==> src/rtl/uart_send_sequencer.sv <==
// Sequences a CPU send instruction into LSB-first bytes for a UART transmitter,
// using a start/busy handshake and stalling the CPU until the last byte has left.
module uart_send_sequencer #(
  parameter logic [5:0] OPCODE_SND    = 6'b010001,
  parameter int         NBYTES        = 4,
  parameter bit         REQUIRE_RCV   = 1'b1,
  parameter int         START_TIMEOUT = 15
) (
  input  logic       clock,
  input  logic       reset,
  input  logic [5:0] opcode,
  input  logic [31:0] send_data,
  input  logic       rcv_done,
  input  logic       tx_busy,
  output logic       tx_start,
  output logic [7:0] tx_byte,
  output logic       cpu_stall,
  output logic       snd_done,
  output logic       snd_skip,
  output logic       snd_err,
  output logic [2:0] dbg_state
);

  // Handshake: tx_start is a one-cycle load strobe while tx_byte is stable; the
  // transmitter answers by raising tx_busy, and the byte is complete when it falls.
  localparam logic [2:0] S_IDLE      = 3'd0;
  localparam logic [2:0] S_LOAD      = 3'd1;
  localparam logic [2:0] S_WAIT_BUSY = 3'd2;
  localparam logic [2:0] S_WAIT_DONE = 3'd3;
  localparam logic [2:0] S_DONE      = 3'd4;

  localparam int TW = (START_TIMEOUT > 1) ? $clog2(START_TIMEOUT + 1) : 1;
  localparam int IW = (NBYTES > 1) ? $clog2(NBYTES) : 1;

  logic [2:0]    state;
  logic [31:0]   shift_reg;
  logic [IW-1:0] byte_idx;
  logic [TW-1:0] tmo_cnt;
  logic [TW-1:0] tmo_next;
  logic          match_d;
  logic          armed;
  logic          match;
  logic          req;
  logic          accept;
  logic          skip_req;

  always_comb begin
    match     = (opcode == OPCODE_SND);
    req       = match & ~match_d;
    accept    = (state == S_IDLE) & req & armed;
    skip_req  = (state == S_IDLE) & req & ~armed;
    cpu_stall = accept | (state != S_IDLE);
    dbg_state = state;
    // Saturating so a long wait can never wrap back below the abort threshold.
    tmo_next  = (tmo_cnt == TW'(START_TIMEOUT)) ? tmo_cnt : tmo_cnt + 1'b1;
  end

  always_ff @(posedge clock or negedge reset) begin
    if (!reset) begin
      state     <= S_IDLE;
      shift_reg <= '0;
      byte_idx  <= '0;
      tmo_cnt   <= '0;
      match_d   <= 1'b0;
      armed     <= ~REQUIRE_RCV;
      tx_start  <= 1'b0;
      tx_byte   <= '0;
      snd_done  <= 1'b0;
      snd_skip  <= 1'b0;
      snd_err   <= 1'b0;
    end else begin
      match_d  <= match;
      tx_start <= 1'b0;
      snd_done <= 1'b0;
      snd_skip <= 1'b0;
      snd_err  <= 1'b0;

      // A receive completing in the accept cycle re-arms the following send.
      if (rcv_done || !REQUIRE_RCV) begin
        armed <= 1'b1;
      end else if (accept) begin
        armed <= 1'b0;
      end

      case (state)
        S_IDLE: begin
          if (accept) begin
            shift_reg <= send_data;
            byte_idx  <= '0;
            state     <= S_LOAD;
          end else if (skip_req) begin
            snd_skip <= 1'b1;
          end
        end
        S_LOAD: begin
          if (!tx_busy) begin
            tx_byte  <= shift_reg[7:0];
            tx_start <= 1'b1;
            tmo_cnt  <= '0;
            state    <= S_WAIT_BUSY;
          end
        end
        S_WAIT_BUSY: begin
          if (tx_busy) begin
            state <= S_WAIT_DONE;
          end else begin
            tmo_cnt <= tmo_next;
            if (tmo_next == TW'(START_TIMEOUT)) begin
              snd_err <= 1'b1;
              state   <= S_IDLE;
            end
          end
        end
        S_WAIT_DONE: begin
          if (!tx_busy) begin
            shift_reg <= shift_reg >> 8;
            byte_idx  <= byte_idx + 1'b1;
            if (byte_idx == IW'(NBYTES - 1)) begin
              snd_done <= 1'b1;
              state    <= S_DONE;
            end else begin
              state <= S_LOAD;
            end
          end
        end
        S_DONE: begin
          state <= S_IDLE;
        end
        default: begin
          state <= S_IDLE;
        end
      endcase
    end
  end

endmodule
==> config.mk <==
export PLATFORM = sky130hd
export DESIGN_NAME = uart_send_sequencer
export DESIGN_NICKNAME = d
export VERILOG_FILES = /design/src/rtl/uart_send_sequencer.sv
export SDC_FILE = /design/constraint.sdc
export NUM_CORES = 1
export LEC_CHECK = 0
export ABC_AREA = 1
export BUFFER_PORTS_ARGS = -buffer_cell sky130_fd_sc_hd__buf_2
export CAP_MARGIN = 10
export CORE_UTILIZATION = 40
export DETAILED_ROUTE_END_ITERATION = 10
export GPL_ROUTABILITY_DRIVEN = 0
export PLACE_DENSITY = 0.67
export SLEW_MARGIN = 30
export SYNTH_ARGS = -nofsm -noshare
export SYNTH_HDL_FRONTEND = slang
export SYNTH_SLANG_ARGS = --single-unit
==> constraint.sdc <==
create_clock -name clock -period 1.2 [get_ports clock]
set_input_delay 0.36 -clock clock [delete_from_list [all_inputs] [get_ports clock]]
set_output_delay 0.36 -clock clock [all_outputs]
set_load 0.02 [all_outputs]
======== Yosys cells after proc, flatten, opt, wreduce, memory -nomap -nowiden ========
Cells that the tools add are included.
storage, ports and cells
  bits in registers ....................... 55
  word-level logic and storage cells ...... 72
  output and inout bits ................... 16
  bits of input ports ..................... 42
cells by class
  add/sub/neg operators ................... 2
  equal/unequal tests ..................... 12
  reduce and logical (&&, ||, !) cells .... 9
  bitwise logic cells ..................... 8
  mux-type cells .......................... 30
operators with widths
  operator                                        count
  2-to-1 mux 32 bit                               2
  case mux 32 bit (2 select lines)                1
  2-to-1 mux 3 bit                                6
  2-to-1 mux 1 bit                                13
  2-to-1 mux 4 bit                                3
  case mux 3 bit (4 select lines)                 1
  == test 4 bit (second input constant)           2
  inequality test 2 bit (second input constant)   4
  case mux 4 bit (2 select lines)                 1
  == test 3 x 2 -> 1 bit (second input constant)  2
  == test 6 x 5 -> 1 bit (second input constant)  1
  AND reduction 3 bit                             2
  nonzero test 2 bit                              3
  adder 4 x 1 -> 4 bit (second input constant)    1
  AND 1 bit                                       4
  2-to-1 mux 2 bit                                2
  case mux 2 bit (2 select lines)                 1
  AND reduction 4 bit                             1
  == test 3 x 1 -> 1 bit (second input constant)  1
  logical NOT 3 bit                               1
  inequality test 3 bit (second input constant)   1
  NOT 1 bit                                       3
  nonzero test 3 bit                              1
  adder 2 x 1 -> 2 bit (second input constant)    1
  3 further kinds                                 3

======== Longest topological paths before layout ========
  depth after elaboration ................. 7
  mapped depth ............................ 11
  mapped depth without buffers ............ 11

======== Worst setup path before layout ========
Ideal clock, no wire load.
  path kind ............................... register to output
  start ................................... register state[2], in the netlist dbg_state[2]
  end ..................................... output cpu_stall
  data required time ...................... 840 ps
  buffers on the path ..................... 0
  stages on the path, launching flop included .. 6
  arrival time ............................ 1102 ps
  path slack .............................. -262 ps
  cell sequence ........................... dfrtp_1 nor2_4 nand2_2 nor2_2 nand3_2 nand2_1
on the way
  longest elaborated chain between the ends .. 4
  elaborated cells between the ends (all ways) .. 5
  classes of those cells .................. 3 x bitwise; 2 x reduce/logical
ends and longest elaborated chain
  what                    line  RTL
  from (decl)             35    logic [2:0] state;
  from (signal assigned)  60    state <= S_IDLE;
  from (signal assigned)  90    state <= S_LOAD;
  from (signal assigned)  100   state <= S_WAIT_BUSY;
  logical NOT 3 bit       50    accept = (state == S_IDLE) & req & armed;
  AND 1 bit (2 in a row)  50
  OR 1 bit (*)            52    cpu_stall = accept | (state != S_IDLE);
  to (decl)               17    output logic cpu_stall,
Every way passes the cells marked *; elsewhere a longest branch is shown, timed or not.

======== Worst setup path after layout ========
Same ends and word-level chain as after synthesis.

==> key figures <==
GRT
  • First-pass GRT wire length: 10.5 mm
  • Met2 GRT Util: 0.326
  • Met3 Use GR: 0.0364
  • GR peak layer: met2
  • Largest net degree at the start of global routing: 56
  • GRT Resource Usage Total: 0.188
  • GRT overflow: 0
  • Met1 Track Usage GR: 0.234
  • Vias in the first global route: 2224
  • Initial antenna violation count: 0

STA
  • Final Max Slew Viols: 0
  • Fmax: 0.578 GHz
  • Tcrit/Tclk final: 1.44
  • Tightest Pin Transition: 0.296 ns
  • Setup violations, final: 66
  • RSZ-0062 raised after global routing: yes
  • Worst slew margin: 0.803
  • Fin Hold WS: 0.0161 ns
  • Final min period: 1.73 ns
  • Final hold vios: 0
  • Clock skew: 0.0102 ns
  • TNS Setup: -21.39 ns
  • Final worst slack: -0.531 ns

Route
  • TritonRoute pass-1 iters: 9
  • Iter 0 DRT Violations: 119
  • Via-per-instance ratio: 4.93
  • Drt total wl: 6.54 mm
  • Routed Antenna Nets: 0
  • WL/cell: 13.8 microns
  • # DRC: 2
  • Total vias in the final route: 2341

Setup path
  • R2r worst-path depth: 10
  • Worst setup SP type: register
  • RR Endpoint: shift_reg[18]$_DFFE_PN0P_
  • R2r setup slk: -0.48 ns
  • CP max FO: 3
  • Worst R2R Start: dbg_state[2]$_DFFE_PN0P_
  • CP arrival: 1.37 ns
  • Crit path required time: 0.84 ns
  • CP top delay family: flip-flops
  • Worst path buffer plus inverter count: 3
  • Worst path max stage delay: 0.44 ns
  • CP Class: register to output pin
  • CP max-delay cell: dfrtp_2
  • Setup crit end kind: output pin
  • CP Cell Sequence: nor2_4 -> nand2_4 -> buf_4 -> inv_1 -> nand2_2 -> buf_6

CTS
  • Clock sink total: 55
  • Worst-skew pair later-pin latency: 0.31 ns
  • H-tree Lvls: 2
  • Clock buffer count from CTS: 5
  • CTS tree: built
  • Clk pin slew, worst setup/hold paths: 0.11 ns
  • CTS Buffer Depth: 2
  • CTS root buf: clkbuf_8

Final layout
  • Max FFs per register: 32
  • Non-Filler Instances: 475
  • Final nets: 441
  • Antenna diode count: 0
  • Layout cells sized above 1: 0.515
  • Synth-to-layout area growth: 49.6%

Synth
  • Async set-or-reset flop fraction in the synthesized netlist: 1.00
  • Avg Inst Size Synth: 9.42 sq um
  • #FFs+latches synth: 55
  • EDFF count, synth: 0
  • Synth Flop Type: dfrtp_1
  • Post-Synthesis Cells: 289
  • Syn Std Cell Area: 2720 sq um
  • Post-Syn Nets: 333
  • Distinct cells, synth: 25
  • Seq/Total Area, Yosys: 0.506
  • Ys Warns: 0

Die
  • Die Y: 84.5 microns
  • Overall die area: 7140 sq um
  • Initial Util: 0.421
  • Boundary Pins: 58
  • Rows: 29
  • Die X: 84.5 microns
  • Core Area: 6460 sq um

Place
  • Placed cells: 431
  • HPWL after DPL: 3.75 mm
  • Pre-CTS WS: -0.309 ns
  • IO Port Bufs: 57

Power
  • PwrDens: 2140 nW/um^2
  • Max VDD drop: 0.749 mV
  • Static Leak: 1.92 nW

Status
  • Failing checks: DRC, setup timing
  • Status: finished with violations

Flow run
  • Max_cap viols: 0

Worst hold path
  • HP Class: input port to async pin
[cells in the mapped netlist, types with 3 or more instances]
cell | number | share of area
o21ai_2 | 18 | 0.058
o211ai_1 | 7 | 0.019
buf_12 | 3 | 0.022
buf_2 | 5 | 0.0092
dfrtp_1 | 55 | 0.51
inv_1 | 47 | 0.065
o211ai_2 | 18 | 0.083
nand3_1 | 15 | 0.028
o21ai_1 | 13 | 0.024
nand2_2 | 4 | 0.0092
o21ai_0 | 14 | 0.026
nor2_2 | 3 | 0.0069
inv_2 | 3 | 0.0041
nand2_1 | 56 | 0.077
o22ai_1 | 3 | 0.0069
nor2_1 | 12 | 0.017
[timing repair]
action,CTS,global route
gates resized for setup,59,40
buffers inserted,19,12
cloned,7,0
endpoints found under the setup margin,62,68
pin swaps,10,12
hold buffers,0,0
[placed cells by master, fill, tap and decap left out, drive strengths merged]
cell type  count
clkinv         1
nand2         62
buf          113
o22ai          3
o21ai         45
inv           52
nand3         16
clkbuf         5
a21o           1
o211ai        25
nor2          16
ha             2
dfrtp         55
a21oi          2
[per-layer routing]
| metal | wire length, microns | part of all wire |
|---|---|---|
| met1 | 2710 | 0.41 |
| met2 | 3410 | 0.52 |
| met3 | 270 | 0.041 |
| met4 | 149 | 0.023 |
| met5 | 0 | 0 |
[final cells by class]
type | count | area (sq um)
fillers | 532 | 2390
flip-flops and latches | 55 | 1380
multi-input cells | 172 | 1230
repair buffers | 113 | 1080
inverters | 50 | 193
well taps | 77 | 96.3
clock buffers | 5 | 68.8
clock inverters | 3 | 22.5
[cells by family after synthesis]
family,share of synthesized area
and+or+nand+nor,0.149
buffers and inverters,0.113
adders and majority gates,0.00919
DFF,0.506
AOI/OAI and AO/OA,0.223
[worst max-delay path by stage]
| stage | slack, ns | cells past startpoint | from | endpoint |
|---|---|---|---|---|
| floorplan | -0.23 | 8 | dbg_state[2]$_DFFE_PN0P_ | shift_reg[31]$_DFFE_PN0P_ |
| global placement | -0.26 | 7 | opcode[3] | cpu_stall |
| detailed placement | -0.31 | 9 | opcode[5] | shift_reg[18]$_DFFE_PN0P_ |
| CTS | -0.50 | 6 | dbg_state[0]$_DFFE_PN0P_ | cpu_stall |
| global route | -0.60 | 6 | dbg_state[2]$_DFFE_PN0P_ | cpu_stall |
| finish | -0.53 | 6 | dbg_state[2]$_DFFE_PN0P_ | cpu_stall |
[metrics by stage]
| step | total power, mW | area (sq um) | util |
|---|---|---|---|
| 2_1_floorplan | 5.10 | 2740 | - |
| 3_3_place_gp | 5.87 | 3220 | 0.499 |
| 3_5_place_dp | 5.97 | 3220 | 0.499 |
| 4_1_cts | 8.21 | 3860 | 0.598 |
| 5_1_grt | 9.31 | 4070 | 0.630 |
| 6_report | 8.70 | 4070 | 0.630 |
[worst reg2reg max path, stage by stage, from the launching register on]
cell and delay, ns:
dfrtp_2 0.44, nor2_4 0.15, nand2_4 0.08, nor2_4 0.09, nand3_2 0.10, buf_4 0.15
buf_6 0.13, nand2_8 0.10, buf_6 0.13, buf_16 0.11, o21ai_1 0.06
[power breakdown]
group	switching (mW)	internal (mW)	total [mW]
Sequential	0.337	2.61	2.95
Clock	0.634	0.424	1.06
Combinational	2.35	2.34	4.70
Note: power is estimated with default switching activity, not from simulation.
